`src/rtl/cache_stage_if.sv`:
```
// Bus between the TLB-lookup stage and the data-cache stage. The TLB-lookup
// side drives the instruction fields and the fill controls. The cache stage
// returns the result and the destination fields to WB and the bypass mux.
interface cache_stage_if #(
    parameter int CACHE_LINE_WIDTH = 256,
    parameter int WORD_WIDTH       = 16,
    parameter int ADDR_WIDTH       = 16,
    parameter int NUM_CACHE_LINES  = 4
);
    logic                        enable_cache;
    logic [ADDR_WIDTH-1:0]       tlblookup_result;
    logic [WORD_WIDTH-1:0]       dataReg;
    logic [1:0]                  ldSt_enable;
    logic [2:0]                  destReg_addr_input;
    logic                        we_input;
    logic                        petitionToData;
    logic [NUM_CACHE_LINES-1:0]  lineIdData;
    logic                        writeEnableData;
    logic [CACHE_LINE_WIDTH-1:0] memLineData;
    logic [WORD_WIDTH-1:0]       cache_result;
    logic [2:0]                  destReg_addr_output;
    logic                        we_output;

    modport master (
        output enable_cache, tlblookup_result, dataReg, ldSt_enable,
               destReg_addr_input, we_input, petitionToData, lineIdData,
               writeEnableData, memLineData,
        input  cache_result, destReg_addr_output, we_output
    );

    modport slave (
        input  enable_cache, tlblookup_result, dataReg, ldSt_enable,
               destReg_addr_input, we_input, petitionToData, lineIdData,
               writeEnableData, memLineData,
        output cache_result, destReg_addr_output, we_output
    );
endinterface

```
`src/rtl/cache_stage.sv`:
```
// Data-cache access stage. Registers the instruction coming out of TLB-lookup,
// holds the data array, performs word loads/stores on the line chosen by the
// tag logic and writes memory line fills.
module cache_stage #(
    parameter int CACHE_LINE_WIDTH = 256,
    parameter int WORD_WIDTH       = 16,
    parameter int ADDR_WIDTH       = 16,
    parameter int NUM_CACHE_LINES  = 4
) (
    input  logic         clk,
    input  logic         reset,
    cache_stage_if.slave bus
);
    localparam int WORDS_PER_LINE = CACHE_LINE_WIDTH / WORD_WIDTH;
    localparam int OFF_W          = $clog2(WORDS_PER_LINE);
    localparam int BIT_W          = $clog2(CACHE_LINE_WIDTH);
    localparam int WORD_SHIFT     = $clog2(WORD_WIDTH);

    logic [ADDR_WIDTH-1:0]      addr_reg;
    logic [WORD_WIDTH-1:0]      store_data_reg;
    logic [1:0]                 ldst_reg;
    logic [2:0]                 dest_reg;
    logic                       we_reg;
    logic [NUM_CACHE_LINES-1:0] line_id_reg;
    logic                       petition_reg;

    logic [NUM_CACHE_LINES-1:0]  fill_onehot;
    logic [NUM_CACHE_LINES-1:0]  line_onehot;
    logic                        store_hit;
    logic                        load_hit;
    logic [OFF_W-1:0]            offset;
    logic [BIT_W-1:0]            word_base;
    logic [CACHE_LINE_WIDTH-1:0] line_data [NUM_CACHE_LINES];
    logic [WORD_WIDTH-1:0]       load_word;
    logic [WORD_WIDTH-1:0]       result_next;

    // Stage register: capture the TLB-lookup outputs when enabled, else hold
    always_ff @(posedge clk or negedge reset) begin
        if (!reset) begin
            addr_reg       <= '0;
            store_data_reg <= '0;
            ldst_reg       <= '0;
            dest_reg       <= '0;
            we_reg         <= 1'b0;
            line_id_reg    <= '0;
            petition_reg   <= 1'b0;
        end else if (bus.enable_cache) begin
            addr_reg       <= bus.tlblookup_result;
            store_data_reg <= bus.dataReg;
            ldst_reg       <= bus.ldSt_enable;
            dest_reg       <= bus.destReg_addr_input;
            we_reg         <= bus.we_input;
            line_id_reg    <= bus.lineIdData;
            petition_reg   <= bus.petitionToData;
        end
    end

    // Lowest set bit wins when more than one line id bit is raised; an
    // all-zero id yields an all-zero select, which turns the access into a nop.
    assign fill_onehot = bus.lineIdData & (~bus.lineIdData + NUM_CACHE_LINES'(1));
    assign line_onehot = line_id_reg & (~line_id_reg + NUM_CACHE_LINES'(1));
    assign store_hit   = petition_reg && (ldst_reg == 2'b10);
    assign load_hit    = petition_reg && (ldst_reg == 2'b01);
    // addr[0] is a byte bit and is ignored: accesses are whole words
    assign offset      = addr_reg[OFF_W:1];
    assign word_base   = BIT_W'(offset) << WORD_SHIFT;

    generate
        for (genvar gi = 0; gi < NUM_CACHE_LINES; gi++) begin : g_line
            logic [CACHE_LINE_WIDTH-1:0] line_q;

            // Fill first, then the store word overlays it on a same-edge collision
            always_ff @(posedge clk or negedge reset) begin
                if (!reset) begin
                    line_q <= '0;
                end else begin
                    if (bus.writeEnableData && fill_onehot[gi])
                        line_q <= bus.memLineData;
                    if (store_hit && line_onehot[gi])
                        line_q[word_base +: WORD_WIDTH] <= store_data_reg;
                end
            end

            assign line_data[gi] = line_q;
        end
    endgenerate

    // Combinational word read from the selected line's current contents
    always_comb begin
        load_word = '0;
        for (int i = 0; i < NUM_CACHE_LINES; i++) begin
            if (line_onehot[i])
                load_word = load_word | line_data[i][word_base +: WORD_WIDTH];
        end
    end

    // Result mux: load data, address for stores and ALU ops, zero for bubbles
    always_comb begin
        result_next = '0;
        case (ldst_reg)
            2'b00:   result_next = addr_reg;
            2'b01:   result_next = load_hit ? load_word : '0;
            2'b10:   result_next = petition_reg ? addr_reg : '0;
            default: result_next = '0;
        endcase
    end

    assign bus.cache_result        = result_next;
    assign bus.destReg_addr_output = dest_reg;
    assign bus.we_output           = we_reg;
endmodule

```
`src/flat_wrapper.sv`:
```
// flat-port wrapper written by rule: the top's interface ports become plain ports
module cache_stage_flat 
#(
    parameter int CACHE_LINE_WIDTH = 256,
    parameter int WORD_WIDTH       = 16,
    parameter int ADDR_WIDTH       = 16,
    parameter int NUM_CACHE_LINES  = 4
)
  (clk, reset, bus_enable_cache, bus_tlblookup_result, bus_dataReg, bus_ldSt_enable, bus_destReg_addr_input, bus_we_input, bus_petitionToData, bus_lineIdData, bus_writeEnableData, bus_memLineData, bus_cache_result, bus_destReg_addr_output, bus_we_output);
  cache_stage_if #(.CACHE_LINE_WIDTH(CACHE_LINE_WIDTH), .WORD_WIDTH(WORD_WIDTH), .ADDR_WIDTH(ADDR_WIDTH), .NUM_CACHE_LINES(NUM_CACHE_LINES)) bus_i ();
  input  logic clk;
  input  logic reset;
  input wire logic [$bits(bus_i.enable_cache)-1:0] bus_enable_cache;
  input wire logic [$bits(bus_i.tlblookup_result)-1:0] bus_tlblookup_result;
  input wire logic [$bits(bus_i.dataReg)-1:0] bus_dataReg;
  input wire logic [$bits(bus_i.ldSt_enable)-1:0] bus_ldSt_enable;
  input wire logic [$bits(bus_i.destReg_addr_input)-1:0] bus_destReg_addr_input;
  input wire logic [$bits(bus_i.we_input)-1:0] bus_we_input;
  input wire logic [$bits(bus_i.petitionToData)-1:0] bus_petitionToData;
  input wire logic [$bits(bus_i.lineIdData)-1:0] bus_lineIdData;
  input wire logic [$bits(bus_i.writeEnableData)-1:0] bus_writeEnableData;
  input wire logic [$bits(bus_i.memLineData)-1:0] bus_memLineData;
  output wire logic [$bits(bus_i.cache_result)-1:0] bus_cache_result;
  output wire logic [$bits(bus_i.destReg_addr_output)-1:0] bus_destReg_addr_output;
  output wire logic [$bits(bus_i.we_output)-1:0] bus_we_output;
  assign bus_i.enable_cache = bus_enable_cache;
  assign bus_i.tlblookup_result = bus_tlblookup_result;
  assign bus_i.dataReg = bus_dataReg;
  assign bus_i.ldSt_enable = bus_ldSt_enable;
  assign bus_i.destReg_addr_input = bus_destReg_addr_input;
  assign bus_i.we_input = bus_we_input;
  assign bus_i.petitionToData = bus_petitionToData;
  assign bus_i.lineIdData = bus_lineIdData;
  assign bus_i.writeEnableData = bus_writeEnableData;
  assign bus_i.memLineData = bus_memLineData;
  assign bus_cache_result = bus_i.cache_result;
  assign bus_destReg_addr_output = bus_i.destReg_addr_output;
  assign bus_we_output = bus_i.we_output;
  cache_stage #(.CACHE_LINE_WIDTH(CACHE_LINE_WIDTH), .WORD_WIDTH(WORD_WIDTH), .ADDR_WIDTH(ADDR_WIDTH), .NUM_CACHE_LINES(NUM_CACHE_LINES)) u_core (.clk(clk), .reset(reset), .bus(bus_i));
endmodule
```
`config.mk`:
```
export PLATFORM = sky130hd
export DESIGN_NAME = cache_stage_flat
export DESIGN_NICKNAME = d
export VERILOG_FILES = /design/src/rtl/cache_stage_if.sv /design/src/rtl/cache_stage.sv /design/src/flat_wrapper.sv
export SDC_FILE = /design/constraint.sdc
export NUM_CORES = 2
export LEC_CHECK = 0
export BUFFER_PORTS_ARGS = -buffer_cell sky130_fd_sc_hd__buf_4
export CORE_MARGIN = 2
export CORE_UTILIZATION = 30
export CTS_BUF_LIST = sky130_fd_sc_hd__clkbuf_16
export DETAILED_ROUTE_END_ITERATION = 10
export PLACE_DENSITY = 0.42
export SYNTH_ARGS = -nofsm -noshare
export SYNTH_HDL_FRONTEND = slang
export SYNTH_SLANG_ARGS = --single-unit
```
`constraint.sdc`:
```
create_clock -name clk -period 6.8 [get_ports clk]
set_input_delay 0.34 -clock clk [delete_from_list [all_inputs] [get_ports clk]]
set_output_delay 0.34 -clock clk [all_outputs]
set_load 0.03 [all_outputs]
```
==> summary.md <==
| Metric | Value |
|---|---|
| Cell mode on critical path | `a211oi_1` |
| Layout cells sized above 1 | `15.4%` |
| CP peak stage delay | `1210 ps` |
| Final wirelength | `roughly 340000 µm` |
| TritonCTS Buffers | `134` |
| Critical path type | `reg -> out` |
| Final min period | `approximately 6100 ps` |
| GPL Wtd Cong | `0.989` |
| DRT met1 WL | `142000 µm` |
| Metal2 WL | `147000 µm` |
| Register share of total power | `41.9%` |
| # clock sinks | `~1100` |
| Total congestion overflow | `0` |
| Root buffer cell | `clkbuf_16` |
| Post-synth EDFFs | `0` |
| Dpl cells | `8515` |
| Cell area after layout | `69600 µm²` |
| Max-slew violation count | `0` |
| Antenna Nets Post-Route | `0` |
| Synth Flop Type | `dfrtp_1` |
| Die area | `between 150000 and 200000 µm²` |
| CTS tree | `done` |
| Synth warnings | `0` |
| Hpwl dp | `~240000 µm` |
| Max-cap violations | `0` |
| CP Capture Type | `output port` |
| Filler cell count in the final layout | `19400` |
| Synth-to-layout area growth | `20.0%` |
| Slew headroom | `6.85%` |
| Internal power | `between 0.01 and 0.015 W` |
| Global-route wire length before repair | `459000 µm` |
| Synth area leaders | `dfrtp_1 (46%), mux2i_1 (11%), mux4_2 (9.0%)` |
| Sw Pwr | `0.00745 W` |
| Period utilisation layout | `roughly nine tenths` |
| Top cell type by total area after synthesis | `dfrtp_1` |
| Max reg flops | `1024` |
| Drc violations | `0` |
| Clock transition at the registers of the reported paths | `60 ps` |
| Switching Fraction | `35.4%` |
| Final Worst Setup Slack | `between 600 and 700 ps` |
| Worst min-delay path category | `in -> async` |
| Layout net count | `6732` |
| CP startpoint kind | `flip-flop` |
| Initial drt markers | `roughly 7700` |
| Num ports | `between 300 and 400` |
| CORE AREA | `a little under 200000 µm²` |
| Post-synthesis register bit count | `1067` |
| Unique cell type count in the Yosys netlist | `62` |
| Synthesized net count | `6409` |
| CTS Buffer Depth | `3` |
| Die height | `about 440 µm` |
| Syn Std Cell Area | `58000 µm²` |
| Placed inst area | `62400 µm²` |
| Hold slack final | `185 ps` |
| Largest net degree at the start of global routing | `142` |
| Comb power frac | `24.5%` |
| Cell Chain, Critical Path | `mux4_2, nor2b_1, a211oi_1, a31oi_1, a211oi_1, o21ai_0, buf_4` |
| PortBufs | `between 300 and 400` |
| Total track usage | `34.3%` |
| Cells after Synth | `6102` |
| Seq/Total Area, Yosys | `a little under half` |
| Routed len/inst | `around 38 µm` |
| Metal3 WL | `30400 µm` |
| Cell Pwr Density | `around 300 nW/µm²` |
| RSZ-0062 raised after global routing | `no` |
| Non-filler cells, final | `9067` |
| Max rail drop VDD | `0.269 mV` |
| Crit Path Max Fanout | `29` |
| Outcome | `complete, no violations` |
| Dpl ws | `about 1700 ps` |
| Vias in the first global route | `49000` |
| Syn avg cell area | `9.50 µm²` |
| Max Used Layer | `met5` |
| Worst path required time | `6460 ps` |
| Initial Utilization | `a little under a third` |
| Slowest cell on crit path | `a211oi_1` |
| Die Wd | `around 440 µm` |
| Iteration count of the initial detailed-routing pass | `9` |
| Setup TNS | `0 ps` |
| Hold Violations, Final | `0` |
| Worst path arrival time | `roughly 5800 ps` |
| Clk_skew | `36.1 ps` |
| Total number of vias | `53000` |
| Initial antenna violation count | `54` |
| Asr flop ratio synth | `between 90% and 100%` |
| Max Clk Rate | `0.163 GHz` |
| H-tree depth | `4` |
| Via-to-Cell Ratio | `about 5.8` |
| Clock power share | `33.6%` |
| Area fraction of the dominant cell type after synthesis | `46.0%` |
| Leakage power | `roughly 32 nW` |
| Site Rows | `approximately 160` |
| R2R setup slack | `about 1500 ps` |
| Clock Latency Late Sink | `820 ps` |
| Worst Max-Slew Pin Slew | `1390 ps` |
| Post-CTS Resized | `0` |
| Final setup violating endpoints | `0` |
## power by group through the flow
stage / sequential, W / combinational [W] / clock [W]
5_1_grt: 0.00886 / 0.00532 / 0.00736
3_3_place_gp: 0.00882 / 0.00479 / 0
3_5_place_dp: 0.00883 / 0.00484 / 0
6_report: 0.00881 / 0.00515 / 0.00705
2_1_floorplan: 0.00814 / 0.00282 / 0
4_1_cts: 0.00873 / 0.00500 / 0.00713
## routing by layer
layer  vias to the layer above  track usage [%]
met1                     27300             46.4
met2                      3094             50.4
met3                       653             7.02
li1                      22000                -
met5                         -                0
met4                        18             20.9
## cells in the mapped netlist (3+ instances only)
master       n
dfrtp_1   1067
buf_4       29
o31ai_1      5
buf_1       21
nand3_1     45
and3_1      21
nor3_1       6
mux2_2      43
o22ai_1     27
and3b_1      4
a22oi_1     37
buf_2      174
o21ai_0     61
a21oi_1    542
o21ai_1     10
mux2i_1    660
and2_1      27
nand2_1   1067
nand2b_1    10
a211oi_1    14
buf_6       32
clkbuf_1   352
nor2b_1     60
a31oi_1    472
ha_1         4
nand4_1      7
nand3_2      3
nand3b_1     5
o211ai_1     8
nor2_1    1002
mux4_2     231
a22o_1       9
and2_4      10
## repair_timing
| action | CTS | global route |
|---|---|---|
| buffers inserted | 0 | 0 |
| hold buffers | 300 | 0 |
| hold endpoints to repair | 1140 | 0 |
## cell families after synthesis
group | after synthesis | share of synthesized area, %
muxes | 934 | 21.2
DFF | 1067 | 46.0
adders and majority gates | 4 | 0.0863
xor gates and xnor gates | 2 | 0.0302
buffers and inverters | 614 | 5.00
AOI/OAI and AO/OA | 1199 | 11.9
and+or+nand+nor | 2282 | 15.7
## worst max-delay path: cells and delay by family, from the launching register on
| family | cells | cell delay, ps |
|---|---|---|
| multiplexers | 1 | 590 |
| AND/OR/NAND/NOR | 1 | 190 |
| buffers and inverters | 1 | 260 |
| flip-flops | 1 | 1000 |
| AO/OA/AOI/OAI | 4 | 2900 |
## through the flow
step | power [W] | utilization (%)
4_1_cts | 0.0209 | 36.1
3_3_place_gp | 0.0136 | 32.4
3_5_place_dp | 0.0137 | 32.4
6_report | 0.0210 | 36.2
2_1_floorplan | 0.0110 | -
5_1_grt | 0.0215 | 36.1
## cell type report
| type | count | area [µm²] | area share, % |
|---|---|---|---|
| Multi-Input combinational cell | 4421 | 28500 | 40.9 |
| Tap cell | 2526 | 3160 | 4.54 |
| Timing Repair Buffer | 797 | 7030 | 10.1 |
| Clock inverter | 100 | 673 | 0.968 |
| Clock buffer | 138 | 3450 | 4.96 |
| Inverter | 4 | 15.0 | 0.0216 |
| Antenna cell | 14 | 35.0 | 0.0504 |
| Sequential cell | 1067 | 26700 | 38.4 |
## final timing paths
kind,start,cells past startpoint,endpoint
max,u_core.addr_reg[1],7,bus_cache_result[12]
min,reset,2,u_core.g_line[0].line_q[10]
max reg2reg,u_core.addr_reg[1],7,u_core.g_line[2].line_q[240]
min reg2reg,u_core.bus.destReg_addr_output[0],1,u_core.bus.destReg_addr_output[0]
max in group asynchronous,reset,4,u_core.g_line[3].line_q[5]
min in group clk,bus_enable_cache,3,u_core.line_id_reg[0]
## cells in the final DEF, fill, tap and decap left out, types with 37 or more instances in the layout
cell type	count
a22oi_1	37
mux2i_1	660
o21ai_0	60
mux4_2	231
nand3_1	39
dfrtp_1	1063
dlygate4sd3_1	300
a31oi_1	472
nand2_1	1061
mux2_2	43
buf_4	473
clkbuf_16	138
nor2_1	1001
a21oi_1	541
nor2b_1	50
No activity file was read; power rests on OpenSTA's default activity.
